`src/rtl/rom_arb_pkg.sv`:
```
// Shared types for the two-requester ROM arbiter: owner encoding, response pipeline entry, defaults.
package rom_arb_pkg;

  localparam int unsigned ROM_DEPTH_DEF = 1024;
  localparam int unsigned DATA_W        = 32;

  typedef enum logic {
    OWN_IF = 1'b0,
    OWN_LS = 1'b1
  } owner_e;

  typedef struct packed {
    logic   valid;
    owner_e owner;
    logic   err;
  } rsp_s;

endpackage

```
`src/rtl/rr_arb2.sv`:
```
// Two-input arbiter (ls vs if); the alternating pointer exists only when RR_EN is set,
// otherwise ls wins every contention.
module rr_arb2 #(
  parameter bit RR_EN = 1'b1
) (
  input  logic clk,
  input  logic rst_n,
  input  logic req_ls_i,
  input  logic req_if_i,
  output logic gnt_ls_o,
  output logic gnt_if_o
);

  if (RR_EN) begin : g_rr
    logic pref_ls_q;
    logic pref_ls_d;

    // Pointer moves only on contention, towards the side that just lost.
    always_comb begin
      pref_ls_d = pref_ls_q;
      if (req_ls_i && req_if_i) begin
        pref_ls_d = ~pref_ls_q;
      end
    end

    always_ff @(posedge clk or negedge rst_n) begin
      if (!rst_n) begin
        pref_ls_q <= 1'b1;
      end else begin
        pref_ls_q <= pref_ls_d;
      end
    end

    assign gnt_ls_o = req_ls_i & (~req_if_i | pref_ls_q);
  end else begin : g_fixed
    logic unused_clk_rst;
    assign unused_clk_rst = clk ^ rst_n;
    assign gnt_ls_o       = req_ls_i;
  end

  assign gnt_if_o = req_if_i & ~gnt_ls_o;

endmodule

```
`src/rtl/rom_arbiter.sv`:
```
// Shares one registered ROM port between instruction fetch and load-unit constant reads.
// Define ROM_ARB_RR_EN for alternating priority on contention; default is ls over if.
module rom_arbiter
  import rom_arb_pkg::*;
#(
  parameter int unsigned ROM_DEPTH = ROM_DEPTH_DEF,
  parameter int unsigned ADDR_W    = 32
) (
  input  logic              clk,
  input  logic              rst_n,
  input  logic              if_req_i,
  input  logic [ADDR_W-1:0] if_addr_i,
  output logic              if_gnt_o,
  output logic              if_rvalid_o,
  output logic              if_err_o,
  output logic [DATA_W-1:0] if_rdata_o,
  input  logic              ls_req_i,
  input  logic [ADDR_W-1:0] ls_addr_i,
  output logic              ls_gnt_o,
  output logic              ls_rvalid_o,
  output logic              ls_err_o,
  output logic [DATA_W-1:0] ls_rdata_o,
  output logic [ADDR_W-1:0] rom_addr_o,
  input  logic [DATA_W-1:0] rom_data_i
);

`ifdef ROM_ARB_RR_EN
  localparam bit RR_EN = 1'b1;
`else
  localparam bit RR_EN = 1'b0;
`endif

  logic              gnt_if;
  logic              gnt_ls;
  logic              any_gnt;
  logic [ADDR_W-1:0] sel_addr;
  logic [ADDR_W-1:0] word_idx;
  logic              sel_err;
  logic [ADDR_W-1:0] addr_q;
  rsp_s              pipe_q;
  rsp_s              pipe_d;
  logic              if_own;
  logic              ls_own;

  // Requests are masked while in reset so no grant can leak out.
  rr_arb2 #(
    .RR_EN (RR_EN)
  ) u_arb (
    .clk      (clk),
    .rst_n    (rst_n),
    .req_ls_i (ls_req_i & rst_n),
    .req_if_i (if_req_i & rst_n),
    .gnt_ls_o (gnt_ls),
    .gnt_if_o (gnt_if)
  );

  assign any_gnt  = gnt_ls | gnt_if;
  assign sel_addr = gnt_ls ? ls_addr_i : if_addr_i;
  assign word_idx = sel_addr >> 2;
  assign sel_err  = (|sel_addr[1:0]) || (word_idx >= ADDR_W'(ROM_DEPTH));

  always_comb begin
    pipe_d       = '0;
    pipe_d.valid = any_gnt;
    pipe_d.owner = gnt_ls ? OWN_LS : OWN_IF;
    pipe_d.err   = any_gnt & sel_err;
  end

  always_ff @(posedge clk or negedge rst_n) begin
    if (!rst_n) begin
      addr_q <= '0;
      pipe_q <= '0;
    end else begin
      pipe_q <= pipe_d;
      if (any_gnt) begin
        addr_q <= sel_addr;
      end
    end
  end

  assign if_gnt_o   = gnt_if;
  assign ls_gnt_o   = gnt_ls;
  assign rom_addr_o = any_gnt ? sel_addr : addr_q;

  // Response steering: only the owner of the pending entry sees rvalid/err/data.
  assign if_own      = pipe_q.valid && (pipe_q.owner == OWN_IF);
  assign ls_own      = pipe_q.valid && (pipe_q.owner == OWN_LS);
  assign if_rvalid_o = if_own;
  assign ls_rvalid_o = ls_own;
  assign if_err_o    = if_own & pipe_q.err;
  assign ls_err_o    = ls_own & pipe_q.err;
  assign if_rdata_o  = (if_own && !pipe_q.err) ? rom_data_i : '0;
  assign ls_rdata_o  = (ls_own && !pipe_q.err) ? rom_data_i : '0;

endmodule
```
`config.mk`:
```
export PLATFORM = sky130hd
export DESIGN_NAME = rom_arbiter
export DESIGN_NICKNAME = d
export VERILOG_FILES = /design/src/rtl/rom_arb_pkg.sv /design/src/rtl/rr_arb2.sv /design/src/rtl/rom_arbiter.sv
export SDC_FILE = /design/constraint.sdc
export NUM_CORES = 1
export LEC_CHECK = 0
export BUFFER_PORTS_ARGS = -buffer_cell sky130_fd_sc_hd__buf_2
export CORE_MARGIN = 2
export CORE_UTILIZATION = 38
export CTS_BUF_LIST = sky130_fd_sc_hd__clkbuf_4
export DETAILED_ROUTE_END_ITERATION = 12
export GPL_TIMING_DRIVEN = 0
export PLACE_DENSITY = 0.82
export SETUP_SLACK_MARGIN = 0.05
export SYNTH_ARGS = -nofsm -noshare
export SYNTH_HDL_FRONTEND = slang
export SYNTH_SLANG_ARGS = --single-unit
```
`constraint.sdc`:
```
create_clock -name clk -period 1.7 [get_ports clk]
set_clock_uncertainty 0.2 [all_clocks]
set_input_delay 0 -clock clk [delete_from_list [all_inputs] [get_ports clk]]
set_output_delay 0 -clock clk [all_outputs]
set_load 0.05 [all_outputs]
```
==> impl_results.md <==
- FF/Latch Area: 876 µm²
- RSZ-0062 raised after global routing: yes
- Post-synth EDFFs: 0
- CP top delay family: simple AND/OR/NAND/NOR gates
- Ant diodes: 0
- Yosys top cell area share: 0.404
- Initial Util: 0.394
- Max Used Layer: met4
- Largest family of logic cells by synthesized area: simple AND/OR/NAND/NOR gates
- Count leader, synth: and2_1
- Worst Setup End Kind: output pin
- Yosys reg bits: 35
- Dpl cell area: 3350 µm²
- Largest net degree at the start of global routing: 36
- Post-route ant nets: 0
- CTS root buffer: clkbuf_4
- Core area: 5510 µm²
- LEAKAGE: 2.67 nW
- Pwr dens: 630 nW/µm²
- CTS tree: yes
- Post-Route WL: around 13 mm
- TNS Setup: -5.45 ns
- XOR/XNOR Fraction of Synth Area: 0
- Register area share after synthesis: 0.404
- Ys async rst share: 1.00
- Critical path required time: 1.50 ns
- Leading area contributor after synthesis: dfrtp_1
- Antenna violations before repair: 0
- Clock Latency Late Sink: 0.35 ns
- Grt total ovfl: 0
- Avg Synthesized Cell Area: 9.08 µm²
- Routed vias: 3401
- Synthesized instance count: 239
- Vias per cell: 5.64
- Fin crit period: 1.81 ns
- CP Data Arrival Time: between 1.5 and 2 ns
- Die Ht: 79.6 µm
- Fillcell total: 201
- Clock sinks: 35
- Final Cell Area: 5040 µm²
- First-pass GRT wire length: 19.5 mm
- M1 WL: 4.60 mm
- Slowest stage cell, crit path: dfrtp_1
- YS warnings: 0
- R2R setup slack: roughly 0.15 ns
- Routability cong.: 0.800
- Status: finished, violations left
- Vias in the first global route: 3598
- Hold WS: 0.0562 ns
- Clock-pin slew on the worst setup and hold paths: 0.11 ns
- Final setup fails: 62
- Tot Pwr: 3.17 mW
- Max Freq: 0.553 GHz
- CP max stage delay: 0.43 ns
- Synth Area in Compound Gates: 0.0848
- Max clock buf depth: 2
- Critical path class: reg -> out
- WP buf/inv: 2
- DIE AREA: around 6300 µm²
- Met3 routed WL: ~1.5 mm
- Final hold viol count: 0
- Post-route DRC: 0
- Layout cells sized above 1: 0.580
- Hpwl dp: 6.20 mm
- Drt first pass iters: 5
- # IOs: between 200 and 250
- Hold Crit Class: in -> reg
- Die Wd: 79.6 µm
- Final WS setup: -0.108 ns
- Synth Net Count: 339
- CP Max Fanout: 8
- Total Routing Usage GR: 0.411
- Max cap viols: 0
- Final #Nets: 630
- Yosys cell types: 24
- Synth Cell Area: 2170 µm²
- Number of H-tree levels: 2
- Mux contribution to synthesized area: 0.148
- Failing checks: negative setup slack
- Final Max Tran Viols: 0
- Rows: 27
- Multi-input gate area: approximately 1400 µm²
- Synth top cells by count: 66 x and2_1, 35 x dfrtp_1, 32 x mux2i_1, 32 x nand2_1, 32 x o21ai_1
- Peak supply drop: approximately 640 µV
- Simple-Gate Fraction of Synth Area: 0.310
- Buffers on Ports: 201
- Worst Tran Pin Value: 0.556 ns
- Synth Area in Adders: 0
- Prevailing post-synth register cell: dfrtp_1
- Routed WL per cell: 22.2 µm
- Drt first-iter violations: ~280
- Critical Path Source Type: register
- Area growth from synthesis to layout: 132%
- CP Cell Sequence: nor2b_4 -> and2b_4 -> buf_6 -> and2_4 -> buf_8
- Synth area leaders: dfrtp_1 40%, and2_1 19%, mux2i_1 15%
- Num CTS Buffers: 5
- Fin crit share: 1.06
- Met2 routed WL: between 6 and 7 mm
- Max-slew headroom: 0.627
==> metrics by stage <==
| stage | utilization | setup WS (ns) | cells |
|---|---|---|---|
| floorplan | - | 0.00345 | 239 |
| global placement | 0.609 | -0.269 | 512 |
| global route | 0.915 | -0.155 | 603 |
| CTS | 0.906 | -0.0912 | 603 |
| finish | 0.915 | -0.108 | 603 |
| detailed placement | 0.609 | -0.325 | 512 |
==> cell type report <==
class,count,share of cell area
clock inverters,1,0.000994
repair buffers,284,0.498
flip-flops and latches,35,0.174
inverters,2,0.00149
well taps,72,0.0179
multi-input cells,186,0.270
plain buffers,16,0.0276
clock buffers,7,0.0104
==> worst paths after layout <==
check,startpoint,endpoint,cells after the start
setup / recovery,pipe_q[1],if_rdata_o[6],5
hold / removal,if_req_i,pipe_q[2],5
setup reg to reg,addr_q[19],addr_q[19],3
hold reg to reg,addr_q[3],addr_q[3],3
max in group asynchronous,rst_n,addr_q[22],4
min in group asynchronous,rst_n,addr_q[0],4
==> where the power goes <==
part	switching (mW)	internal, mW
sequential	0.0490	0.936
clock	0.298	0.193
combinational	1.04	0.655
==> routing by layer <==
layer / track usage / up-vias
met2: 0.692 / 358
met5: 0 / -
met4: 0.253 / 0
li1: - / 1388
met3: 0.117 / 95
met1: 0.457 / 1560
==> layout by cell type (no fill, tap or decap) <==
cell	netlist	final
o21ai_1	32	30
inv_2	1	1
dlygate4sd3_1	0	72
and2_4	0	63
nor3_1	1	1
nand4_1	1	1
clkbuf_4	0	8
mux2i_1	32	31
buf_12	0	3
buf_8	0	61
buf_6	1	17
and3b_1	1	1
and3_1	1	1
nand3_1	1	1
nor4_1	10	10
nor2b_4	0	1
a311oi_2	1	1
dfrtp_1	35	35
and2b_4	0	2
inv_1	1	1
buf_2	3	135
mux2i_2	0	1
nor2_2	0	1
and4_1	1	1
clkinv_2	0	1
nor2_1	2	1
and2_1	66	3
nand2_1	32	32
buf_4	10	9
nand2_2	1	1
o21ai_2	1	3
clkbuf_1	2	2
==> cell families (layout without fill, tap and decap cells) <==
kind of cell,Yosys count,in the layout
flops,35,35
simple gates,120,120
compound gates,34,34
buf+inv,18,310
mux,32,32
==> worst register-to-register path, stage by stage, from the launching register on <==
cell,delay (ns)
dfrtp_1,0.41
nand2_1,0.08
o21ai_1,0.11
dlygate4sd3_1,0.64
==> what timing repair did <==
action | 4_1_cts | 5_1_grt
setup endpoints to repair | 96 | 67
hold buffers | 75 | 0
hold endpoints to repair | 69 | 0
cloned | 6 | 0
setup buffers | 2 | 1
gates resized for setup | 263 | 17
pin swaps | 55 | 9
==> state kept, by name, summed over array words and instances (netlist names) <==
register / count
addr_q: 32
pipe_q: 3
(Power assumes the default switching activity.)
